===== src/rtl/seq_mult_display.sv =====
// Sequential shift-add multiplier with a multiplexed hex seven-segment scan.
// The shown value is snapshotted at frame start so a frame never tears.
module seq_mult_display #(
   parameter  int WIDTH   = 4,
   parameter  int REFRESH = 1250,
   localparam int DIGITS  = (2*WIDTH+3)/4
) (
   input  logic               clk,
   input  logic               reset,
   input  logic [WIDTH-1:0]   i_factor_a,
   input  logic [WIDTH-1:0]   i_factor_b,
   input  logic               i_start,
   output logic               o_busy,
   output logic               o_done,
   output logic [2*WIDTH-1:0] o_product,
   output logic [6:0]         o_segments,
   output logic [DIGITS-1:0]  o_digit_sel
);

   localparam int PW = 2*WIDTH;
   localparam int NW = 4*DIGITS;
   localparam int IW = $clog2(WIDTH);
   localparam int RW = (REFRESH > 1) ? $clog2(REFRESH) : 1;
   localparam int DW = (DIGITS > 1) ? $clog2(DIGITS) : 1;

   typedef enum logic {IDLE, RUN} state_t;

   state_t         state_q, state_d;
   logic [PW-1:0]  a_q, a_d;
   logic [WIDTH-1:0] b_q, b_d;
   logic [PW-1:0]  acc_q, acc_d;
   logic [IW-1:0]  iter_q, iter_d;
   logic [PW-1:0]  prod_q, prod_d;
   logic           done_q, done_d;

   logic [RW-1:0]  ref_q, ref_d;
   logic [DW-1:0]  idx_q, idx_d;
   logic [PW-1:0]  snap_q, snap_d;
   logic [NW-1:0]  snap_pad;
   logic [3:0]     nib;
   logic           ref_wrap;
   logic           frame_wrap;

   always_ff @(posedge clk) begin
      if (reset) begin
         state_q <= IDLE;
         a_q     <= '0;
         b_q     <= '0;
         acc_q   <= '0;
         iter_q  <= '0;
         prod_q  <= '0;
         done_q  <= 1'b0;
         ref_q   <= '0;
         idx_q   <= '0;
         snap_q  <= '0;
      end else begin
         state_q <= state_d;
         a_q     <= a_d;
         b_q     <= b_d;
         acc_q   <= acc_d;
         iter_q  <= iter_d;
         prod_q  <= prod_d;
         done_q  <= done_d;
         ref_q   <= ref_d;
         idx_q   <= idx_d;
         snap_q  <= snap_d;
      end
   end

   // a_q is pre-shifted each step, so it always equals factor_a << iter
   always_comb begin
      state_d = state_q;
      a_d     = a_q;
      b_d     = b_q;
      acc_d   = acc_q;
      iter_d  = iter_q;
      prod_d  = prod_q;
      done_d  = 1'b0;
      unique case (state_q)
         IDLE: begin
            if (i_start) begin
               a_d     = PW'(i_factor_a);
               b_d     = i_factor_b;
               acc_d   = '0;
               iter_d  = '0;
               state_d = RUN;
            end
         end
         RUN: begin
            acc_d  = acc_q + (b_q[0] ? a_q : '0);
            a_d    = a_q << 1;
            b_d    = b_q >> 1;
            iter_d = iter_q + IW'(1);
            if (iter_q == IW'(WIDTH-1)) begin
               prod_d  = acc_d;
               done_d  = 1'b1;
               state_d = IDLE;
            end
         end
         default: state_d = IDLE;
      endcase
   end

   assign ref_wrap   = (ref_q == RW'(REFRESH-1));
   assign frame_wrap = ref_wrap && (idx_q == DW'(DIGITS-1));

   always_comb begin
      ref_d  = ref_wrap ? '0 : ref_q + RW'(1);
      idx_d  = idx_q;
      snap_d = snap_q;
      if (ref_wrap) begin
         idx_d = frame_wrap ? '0 : idx_q + DW'(1);
      end
      if (frame_wrap) begin
         snap_d = prod_q;
      end
   end

   assign snap_pad = NW'(snap_q);
   assign nib      = 4'(snap_pad >> {idx_q, 2'b00});

   always_comb begin
      o_segments = 7'h00;
      unique case (nib)
         4'h0: o_segments = 7'h3F;
         4'h1: o_segments = 7'h06;
         4'h2: o_segments = 7'h5B;
         4'h3: o_segments = 7'h4F;
         4'h4: o_segments = 7'h66;
         4'h5: o_segments = 7'h6D;
         4'h6: o_segments = 7'h7D;
         4'h7: o_segments = 7'h07;
         4'h8: o_segments = 7'h7F;
         4'h9: o_segments = 7'h6F;
         4'hA: o_segments = 7'h77;
         4'hB: o_segments = 7'h7C;
         4'hC: o_segments = 7'h39;
         4'hD: o_segments = 7'h5E;
         4'hE: o_segments = 7'h79;
         4'hF: o_segments = 7'h71;
      endcase
   end

   assign o_digit_sel = DIGITS'(1) << idx_q;
   assign o_busy      = (state_q == RUN);
   assign o_done      = done_q;
   assign o_product   = prod_q;

endmodule


===== config.mk =====
export PLATFORM = sky130hd
export DESIGN_NAME = seq_mult_display
export DESIGN_NICKNAME = d
export VERILOG_FILES = /design/src/rtl/seq_mult_display.sv
export SDC_FILE = /design/constraint.sdc
export NUM_CORES = 1
export LEC_CHECK = 0
export CORE_UTILIZATION = 51
export CTS_BUF_LIST = sky130_fd_sc_hd__clkbuf_16
export CTS_CLUSTER_DIAMETER = 50
export DETAILED_ROUTE_END_ITERATION = 8
export GPL_TIMING_DRIVEN = 0
export PLACE_DENSITY_LB_ADDON = 0.08
export SLEW_MARGIN = 20
export SYNTH_ARGS = -nofsm -noshare
export SYNTH_HDL_FRONTEND = slang
export SYNTH_SLANG_ARGS = --single-unit

===== constraint.sdc =====
create_clock -name clk -period 2.31 [get_ports clk]
set_input_delay 0.693 -clock clk [delete_from_list [all_inputs] [get_ports clk]]
set_output_delay 0.693 -clock clk [all_outputs]
set_load 0.02 [all_outputs]

==> impl_results.md <==
- Slew margin rel.: 56.2%
- First-pass GRT wire length: 9820 um
- Critical path peak fanout: 5
- Core footprint: 0.00514 sq mm
- Routed WL: between 6000 and 7000 um
- Syn Area/Cell: 8.61 sq um
- Initial core utilization: a little over half
- Share of layout cells above drive strength 1: 15.6%
- Die area: approximately 0.0057 sq mm
- Period utilization: 116%
- Synth cell types: 46
- CP required: 1620 ps
- CP max stage cell: mux4_2
- Post-synth EDFFs: 0
- Min Clock Period, post-route: approximately 2700 ps
- Clock Sinks: between 50 and 60
- Root Driver: clkbuf_16
- Max Slew Vio Count: 0
- Drt drc: 0
- I/O pin cnt: 30
- Syn. warnings: 0
- Number of global-route vias before repair: about 2.2k
- Layout area overhead: 26.9%
- Remaining antenna violation count: 0
- Clock slew at reported path FFs: 70 ps
- Placer congestion estimate: 0.858
- CTS buffer count: 5
- Insertion delay to the later sink of the worst-skew pair: 290 ps
- HP Start: b_q[3]
- Crit path largest cell delay: 450 ps
- CP Cell Sequence: buf_6 > mux2i_4 > inv_2 > ha_2 > mux4_2 > inv_2 > buf_6
- Hold-critical path endpoint: b_q[2]
- VDD IR-drop max: around 330 uV
- Clock Skews: 4.99 ps
- Worst reg2reg path endpoint: acc_q[7]
- Fill cells: around 450
- Setup ws final: -363 ps
- Synthesized cell area: 0.00275 sq mm
- CTS tree: built
- Initial antenna violation count: 0
- DR vias/cell: between 5 and 6
- Post-synth top flop: dfxtp_1
- Via count of the routed design: 2,380
- Grt total ovfl: 0
- FF+latch count, synth: 52
- Top cells by area, synth: dfxtp_1 (38%), mux2i_1 (8.4%), ha_1 (7.7%)
- Clock buffer depth: 2
- Worst R2R Path Depth: 6
- HP Class: reg2reg
- Nets: roughly 400
- Peak Freq: 374 MHz
- Number of diodes: 0
- Final Power: 1.79 mW
- Element type at the critical path end: primary output
- Port bufs: 27
- Total Routing Usage GR: 22.6%
- Mean routed wirelength per cell: 14.3 um
- Share of the synthesized area in the top cell type: 37.9%
- Pwr dens: between 500 and 600 mW/mm^2
- Max Cap Viol: 0
- Starting DRT DRC Count: 127
- # rows: 26
- Final Setup Violations: 7
- Register area share after synthesis: a little under two fifths
- Arr. time, crit path: 1980 ps
- Run status: finished with violations
- Cell count after synthesis: 319
- RSZ-0062 raised after global routing: yes
- Largest net degree at the start of global routing: 19
- R2R Path Start: b_q[0]
- Final hold violation count: 0
- DIE HEIGHT: between 70 and 80 um
- R2r setup slk: 180 ps
- Post-CTS Hold Buffers: 0
- CP Class: reg2out
- Setup crit start kind: register
- Leading area contributor after synthesis: dfxtp_1
- H-tree depth: 2
- Synthesized net count: about 350
- Post-DP HPWL: 4320 um
- Failing checks: setup timing
- Hold Crit Depth: 2
- Leak Pwr: 1.38 nW
- Ys async rst share: 0%
- Die Width: ~75 um
- Layout Utilization: 67.8%
- Drt first pass iters: 6
- Worst Tran Pin Value: approximately 660 ps
-- stage by stage --
step | instances | hold WS [ps] | area, sq um | TNS, ps | setup WS (ps)
global route | 435 | 509 | 3490 | -2540 | -444
finish | 435 | 489 | 3490 | -1960 | -363
CTS | 428 | 496 | 3360 | -1370 | -376
detailed placement | 416 | 479 | 3150 | -2920 | -631
floorplan | 319 | 445 | 2790 | -0.125 | -0.125
global placement | 416 | 465 | 3150 | -2770 | -617
-- repair_timing --
action                     CTS  global route
setup buffers                4             7
gates cloned                 0             0
hold endpoints to repair     0             0
gates resized for setup     46            16
pin swaps                    4             5
setup endpoints to repair    8             9
-- synth_stat cells (2+ instances only) --
cell	number
nor3b_1	10
buf_2	2
inv_1	10
a31oi_1	5
nand2_1	17
a21o_1	2
xor2_1	5
o211ai_1	3
mux2i_1	23
xnor2_1	8
dfxtp_1	52
or3_1	3
ha_1	17
buf_1	2
a21oi_1	24
nor2_1	55
nand3b_1	4
nand3_1	12
o21ai_0	7
o22a_1	2
o311ai_0	2
and2_1	8
or4_1	3
mux2_2	2
a211oi_1	3
clkbuf_1	11
nor3_1	8
-- placed cells by master (no fill, tap or decap), types with 5 or more instances in the layout --
master	count
and2_1	8
a31oi_1	5
clkdlybuf4s50_1	20
o21ai_0	6
nor2_1	54
nor3_1	7
xnor2_1	8
ha_1	12
dfxtp_1	51
nand2_1	17
nor3b_1	10
buf_4	14
nand3_1	12
mux2i_1	19
buf_6	7
a21oi_1	22
clkbuf_1	11
xor2_1	5
clkbuf_16	5
inv_1	7
-- flip-flops by register name, summed over array words and instances, names as in the netlist --
| register | count |
|---|---|
| o_done | 1 |
| acc_q | 8 |
| o_product | 8 |
| idx_q | 1 |
| snap_pad | 8 |
| ref_q | 11 |
| b_q | 4 |
| a_q | 8 |
| o_busy | 1 |
| iter_q | 2 |
-- kinds of logic after synthesis --
logic type | count (synthesis) | share of synthesized area, %
AOI/OAI and AO/OA | 52 | 11.5
xor gates and xnor gates | 13 | 4.14
adders and majority gates | 18 | 8.47
buffers and inverters | 27 | 4.19
DFF | 52 | 37.9
muxes | 26 | 10.0
and+or+nand+nor | 131 | 23.8
-- worst max-delay path: cells and delay by family (launching register included) --
family	cells	cell delay, ps
flops	1	330
mux	2	750
buf+inv	4	400
fa+ha+maj	1	200
-- routing by layer --
layer / vias to the layer above / wire length, um / track usage [%]
met4: 0 / 84 / 7.82
met1: 1112 / 2930 / 28.6
met2: 56 / 3030 / 38.3
met5: - / 0 / 0
met3: 8 / 189 / 4.50
li1: 1204 / - / -
-- worst max path at each step --
stage	startpoint	to
floorplan	idx_q	o_segments[3]
global placement	idx_q	o_segments[3]
detailed placement	idx_q	o_segments[3]
CTS	idx_q	o_segments[3]
global route	idx_q	o_segments[3]
finish	idx_q	o_segments[3]
-- where the power goes --
part           switching (mW)  internal, mW  leakage, nW
clock network           0.338         0.410       0.0708
logic                  0.0713        0.0472        0.884
registers              0.0148         0.913        0.422
total                   0.424          1.37         1.38
-- final cells by class --
| cell class | count | area (sq um) | area share, % |
|---|---|---|---|
| multi-input combinational | 240 | 1730 | 49.6 |
| buffer | 17 | 83.8 | 2.40 |
| timing repair buffer | 38 | 354 | 10.2 |
| sequential | 52 | 1040 | 29.9 |
| tap | 70 | 87.6 | 2.51 |
| clock buffer | 5 | 125 | 3.59 |
| clock inverter | 3 | 25.0 | 0.718 |
| inverter | 10 | 37.5 | 1.08 |
No activity file was read; power rests on OpenSTA's default activity.
